File: src/rtl/lfsr_run_ctrl.sv
// Run sequencer: programs the generator seed over AXI-Lite, optionally verifies it by readback,
// then forwards num_samples AXI-Stream beats to the binner. Readback is enabled by RUN_CTRL_READBACK_EN.
module lfsr_run_ctrl #(
  parameter logic [31:0] SEED_ADDR = 32'h0000_0008,
  parameter int          CNT_W     = 16,
  parameter int          TIMEOUT   = 255
) (
  input  logic             aclk,
  input  logic             aresetn,
  input  logic             start,
  input  logic [31:0]      seed_in,
  input  logic [CNT_W-1:0] num_samples,
  output logic             busy,
  output logic             done,
  output logic             error,
  output logic [31:0]      m_axil_awaddr,
  output logic             m_axil_awvalid,
  input  logic             m_axil_awready,
  output logic [31:0]      m_axil_wdata,
  output logic             m_axil_wvalid,
  input  logic             m_axil_wready,
  input  logic [1:0]       m_axil_bresp,
  input  logic             m_axil_bvalid,
  output logic             m_axil_bready,
  output logic [31:0]      m_axil_araddr,
  output logic             m_axil_arvalid,
  input  logic             m_axil_arready,
  input  logic [31:0]      m_axil_rdata,
  input  logic [1:0]       m_axil_rresp,
  input  logic             m_axil_rvalid,
  output logic             m_axil_rready,
  input  logic [31:0]      s_axis_tdata,
  input  logic             s_axis_tvalid,
  output logic             s_axis_tready,
  output logic [31:0]      sample_data,
  output logic             sample_valid,
  output logic [CNT_W-1:0] sample_count
);

`ifdef RUN_CTRL_READBACK_EN
  localparam bit READBACK = 1'b1;
`else
  localparam bit READBACK = 1'b0;
`endif

  localparam logic [7:0]       TO_LAST = 8'(TIMEOUT - 1);
  localparam logic [CNT_W-1:0] ONE     = 1;

  // Handshakes: a transfer happens on the rising edge where valid and ready are both high;
  // every valid/ready this block drives is registered and derived from the next state.
  typedef enum logic [2:0] {
    S_IDLE, S_WR, S_WR_RESP, S_RD_ADDR, S_RD_DATA, S_STREAM, S_FIN
  } state_t;

  state_t           state, state_next, post_ok;
  logic [CNT_W-1:0] num_q;
  logic [7:0]       timer;
  logic             aw_done, w_done;
  logic             aw_acc, w_acc, beat, last_beat, rd_fail;
  logic             waiting, timed_out, err_set;

  always_comb begin
    aw_acc    = m_axil_awvalid & m_axil_awready;
    w_acc     = m_axil_wvalid & m_axil_wready;
    beat      = s_axis_tvalid & s_axis_tready;
    last_beat = beat && (sample_count == num_q - ONE);
    rd_fail   = (m_axil_rresp != 2'b00) || (m_axil_rdata != m_axil_wdata);
    post_ok   = (num_q == '0) ? S_FIN : S_STREAM;

    // The timer tracks consecutive cycles in which the awaited event is absent.
    waiting = 1'b0;
    case (state)
      S_WR:      waiting = !(aw_acc | w_acc);
      S_WR_RESP: waiting = !m_axil_bvalid;
      S_RD_ADDR: waiting = !m_axil_arready;
      S_RD_DATA: waiting = !m_axil_rvalid;
      S_STREAM:  waiting = !s_axis_tvalid;
      default:   waiting = 1'b0;
    endcase
    timed_out = waiting && (timer == TO_LAST);

    state_next = state;
    err_set    = 1'b0;
    case (state)
      S_IDLE: if (start) state_next = S_WR;
      S_WR: begin
        if (timed_out) begin
          err_set    = 1'b1;
          state_next = S_FIN;
        end else if ((aw_done | aw_acc) && (w_done | w_acc)) begin
          state_next = S_WR_RESP;
        end
      end
      S_WR_RESP: begin
        if (m_axil_bvalid && m_axil_bready) begin
          if (m_axil_bresp == 2'b00) begin
            state_next = READBACK ? S_RD_ADDR : post_ok;
          end else begin
            err_set    = 1'b1;
            state_next = S_FIN;
          end
        end else if (timed_out) begin
          err_set    = 1'b1;
          state_next = S_FIN;
        end
      end
      S_RD_ADDR: begin
        if (m_axil_arready && m_axil_arvalid) state_next = S_RD_DATA;
        else if (timed_out) begin
          err_set    = 1'b1;
          state_next = S_FIN;
        end
      end
      S_RD_DATA: begin
        if (m_axil_rvalid && m_axil_rready) begin
          if (rd_fail) begin
            err_set    = 1'b1;
            state_next = S_FIN;
          end else begin
            state_next = post_ok;
          end
        end else if (timed_out) begin
          err_set    = 1'b1;
          state_next = S_FIN;
        end
      end
      S_STREAM: begin
        if (last_beat) state_next = S_FIN;
        else if (timed_out) begin
          err_set    = 1'b1;
          state_next = S_FIN;
        end
      end
      S_FIN:   state_next = S_IDLE;
      default: state_next = S_IDLE;
    endcase
  end

  always_ff @(posedge aclk) begin
    if (!aresetn) begin
      state          <= S_IDLE;
      timer          <= 8'd0;
      aw_done        <= 1'b0;
      w_done         <= 1'b0;
      num_q          <= '0;
      busy           <= 1'b0;
      done           <= 1'b0;
      error          <= 1'b0;
      m_axil_awaddr  <= 32'd0;
      m_axil_awvalid <= 1'b0;
      m_axil_wdata   <= 32'd0;
      m_axil_wvalid  <= 1'b0;
      m_axil_bready  <= 1'b0;
      m_axil_araddr  <= 32'd0;
      m_axil_arvalid <= 1'b0;
      m_axil_rready  <= 1'b0;
      s_axis_tready  <= 1'b0;
      sample_data    <= 32'd0;
      sample_valid   <= 1'b0;
      sample_count   <= '0;
    end else begin
      state   <= state_next;
      timer   <= ((state_next != state) || !waiting) ? 8'd0 : timer + 8'd1;
      aw_done <= (state == S_WR) && (aw_done | aw_acc);
      w_done  <= (state == S_WR) && (w_done | w_acc);

      // Both valids rise together on WR entry; each then falls after its own acceptance.
      m_axil_awvalid <= (state_next == S_WR) && !(aw_done | aw_acc);
      m_axil_wvalid  <= (state_next == S_WR) && !(w_done | w_acc);
      m_axil_bready  <= (state_next == S_WR_RESP);
      m_axil_arvalid <= READBACK && (state_next == S_RD_ADDR);
      m_axil_rready  <= READBACK && (state_next == S_RD_DATA);
      s_axis_tready  <= (state_next == S_STREAM);
      busy           <= (state_next != S_IDLE);
      done           <= (state_next == S_FIN);

      if (state == S_IDLE && start) begin
        m_axil_wdata  <= seed_in;
        m_axil_awaddr <= SEED_ADDR;
        m_axil_araddr <= SEED_ADDR;
        num_q         <= num_samples;
        error         <= 1'b0;
        sample_count  <= '0;
      end else begin
        if (err_set) error <= 1'b1;
        if (beat) sample_count <= sample_count + ONE;
      end

      sample_valid <= beat;
      if (beat) sample_data <= s_axis_tdata;
    end
  end

endmodule

File: config.mk
export PLATFORM = sky130hd
export DESIGN_NAME = lfsr_run_ctrl
export DESIGN_NICKNAME = d
export VERILOG_FILES = /design/src/rtl/lfsr_run_ctrl.sv
export SDC_FILE = /design/constraint.sdc
export NUM_CORES = 1
export LEC_CHECK = 0
export CORE_ASPECT_RATIO = 2
export CORE_MARGIN = 2
export CORE_UTILIZATION = 37
export CTS_CLUSTER_DIAMETER = 200
export DETAILED_ROUTE_END_ITERATION = 7
export GPL_ROUTABILITY_DRIVEN = 0
export PLACE_DENSITY = 0.78
export SYNTH_ARGS = -nofsm -noshare
export SYNTH_HDL_FRONTEND = slang
export SYNTH_SLANG_ARGS = --single-unit
File: constraint.sdc
create_clock -name aclk -period 2.34 [get_ports aclk]
set_input_delay 0.468 -clock aclk [delete_from_list [all_inputs] [get_ports aclk]]
set_output_delay 0.468 -clock aclk [all_outputs]
set_load 0.02 [all_outputs]
==> flow_summary.yaml <==
global_route:
  grt_max_degree: 54
  grt_pass1_wl_mm: 26.01
  antenna_found_initial: 0
  grt.overflow.total: 0
  track_usage_pct: 20.37
  first_global_vias: 5306
yosys:
  ys_seq_area_share_pct: 42.45
  synthTopCellsByCount: "nand2_1, dfxtp_1, a21oi_1, buf_4, nor2_1"
  synth_seq_cells: 118
  yosys.area.top_type: "dfxtp_1"
  yosys.area.top_type_share_pct: 42.45
  syn_area_per_cell_um2: 7.850
  synthCells: 709
  yosys_warnings: 0
  synth_most_common_cell: "nand2_1"
  async_reset_ff_share_pct: 0
  synth_flop_cell: "dfxtp_1"
  synth_area_leaders: "dfxtp_1, nand2_1, buf_4, a21oi_1, nor2_1"
  syn-cell-area_um2: 5565
  synth_edf_count: 0
  synthDistinctLibCells: 57
timing:
  rsz0062_at_grt: "yes"
  worst_slew_pin_slew_ns: 0.5680
  hold_viol_final: 0
  slew_headroom_pct: 62.14
  skew_ns: 0.01029
  fin_crit_ns: 2.356
  tns_ns: -0.01577
  fin_crit_sh_pct: 100.7
  drv_slew: 0
  final-setup-viol-count: 1
  fmax_ghz: 0.4245
  layout_setup_ws_ns: -0.01577
floorplanning:
  die_w_um: 90.72
  start_util_pct: 37.76
  pin_count: 279
  row_count: 63
  die_y_um: 177.4
  die_area_um2: 16100
  core_area_um2: 14740
finish:
  area_delta_synth_final_pct: 50.90
  filler_cell_count: 1344
  fin_util_pct: 56.97
  finalInstanceArea_um2: 8398
  seq_area_um2: 2367
  multi_input_area_um2: 2848
  drive_above_1_share_pct: 11.19
  diodes: 0
  layout.nets: 1054
place:
  dp_slack_ns: -0.3934
  portBuffers: 180
  dpl_cell_area_um2: 7655
  dp_hpwl_mm: 12.08
worst_hold_path:
  hold_path.class: "flip-flop to flip-flop"
clocking:
  ctsHoldBuffers: 0
  insertion_delay_ns: 0.41
  cts_root_buf: "clkbuf_16"
  path_clk_slew_ns: 0.06
  cts.sinks: 118
  clockBufferDepth: 2
  cts_buffers: 17
  tritoncts: "built"
  cts_htree_levels: 4
critical_path:
  arrival_ns: 2.65
  crit_type: "flip-flop to flip-flop"
  crit_required_ns: 2.64
  cp-start-kind: "flip-flop"
  cp_max_fo: 5
  endpoint_kind: "flip-flop"
detailed_routing:
  vias_per_cell: 4.786
  firstDrtPassIters: 4
  wl_per_cell_um: 14.45
  routed_wl_mm: 16.37
  ant_nets: 0
  vias: 5422
  dr.first_iter.drc_count: 231
  drc_errors: 0
power:
  totalPowerFinal_uw: 5969
  leakage_uw: 0.003233
  power.density_nw_per_um2: 710.7
  max-vdd-ir-drop_mv: 0.6803
outcome:
  violations: "setup timing"
  status: "finished, violations left"
run:
  cap_viol_max_count: 0
cells by family (layout without fill, tap and decap cells):
kind of cell               after synthesis  count (layout)  share of synthesized area (%)
AOI/OAI and AO/OA                      120             120                          12.70
xor gates and xnor gates                43              43                          6.767
adders and majority gates                4               4                         0.8993
DFF                                    118             118                          42.45
muxes                                    1               1                         0.1799
buffers and inverters                  108             274                          11.94
and+or+nand+nor                        314             314                          25.00
other                                    1              64                        0.06738
sequential cells by signal (all words and copies together), names as in the netlist, 3 cells and up:
| register | flops |
|---|---|
| m_axil_wdata | 32 |
| num_q | 16 |
| sample_count | 16 |
| sample_data | 32 |
| state | 3 |
| timer | 8 |
critical path, cell delays in order (launching register included):
cell     delay (ns)
dfxtp_1        0.33
or3_1          0.44
buf_4          0.19
nor4_4         0.28
xnor2_1        0.12
nor4_2         0.22
nand4_1        0.22
o21ba_4        0.28
and3b_1        0.17
metrics by stage:
step | hold slack (ns) | instances
final | 0.4501 | 1133
after detailed placement | 0.4457 | 1099
after global placement | 0.4407 | 1099
after floorplan | 0.4411 | 772
after CTS | 0.4535 | 1132
after global routing | 0.4684 | 1133
routing by layer:
layer	global-route usage, %	wire (µm)	vias up
li1	-	-	2658
met1	19.13	5616	2469
met2	38.77	8860	247
met3	6.072	1175	48
met4	11.09	715	0
met5	0	0	-
cells in the final DEF, fill, tap and decap left out, types with 4 or more instances in the layout:
master / n
nor2_1: 55
or4_1: 4
nand3_1: 12
a21oi_1: 88
inv_6: 4
xor2_1: 20
nand2_1: 187
nor3_1: 9
and3_1: 8
xnor2_1: 23
bufinv_16: 6
or3_1: 5
conb_1: 64
dfxtp_1: 116
clkbuf_16: 17
clkdlybuf4s50_1: 180
buf_4: 56
a211oi_1: 5
nand4_1: 6
what timing repair did:
item / in CTS / in global routing
pin swaps: 6 / 3
endpoints found under the setup margin: 8 / 8
buffers inserted: 1 / 1
gates resized for setup: 9 / 2
where the power goes:
| group | total [µW] | internal, µW | switching (µW) |
|---|---|---|---|
| clock network | 2990 | 2010 | 972 |
| registers | 2120 | 2070 | 45.2 |
| logic | 867 | 399 | 467 |
worst paths after layout:
check	from	slack, ns	to	cells past startpoint
worst max-delay path	num_q[2]	-0.02	s_axis_tready	8
worst min-delay path	m_axil_wdata[3]	0.45	m_axil_wdata[3]	2
worst max register to register	num_q[2]	-0.02	s_axis_tready	8
worst min register to register	m_axil_wdata[3]	0.45	m_axil_wdata[3]	2
area by class of cell:
type / instances / area share, %
Clock buffer: 18 / 5.110
Timing Repair Buffer: 237 / 26.70
Inverter: 5 / 0.2533
Multi-Input combinational cell: 546 / 33.91
Clock inverter: 14 / 2.935
Sequential cell: 118 / 28.19
Tap cell: 195 / 2.905
Note: power is estimated with default switching activity, not from simulation.
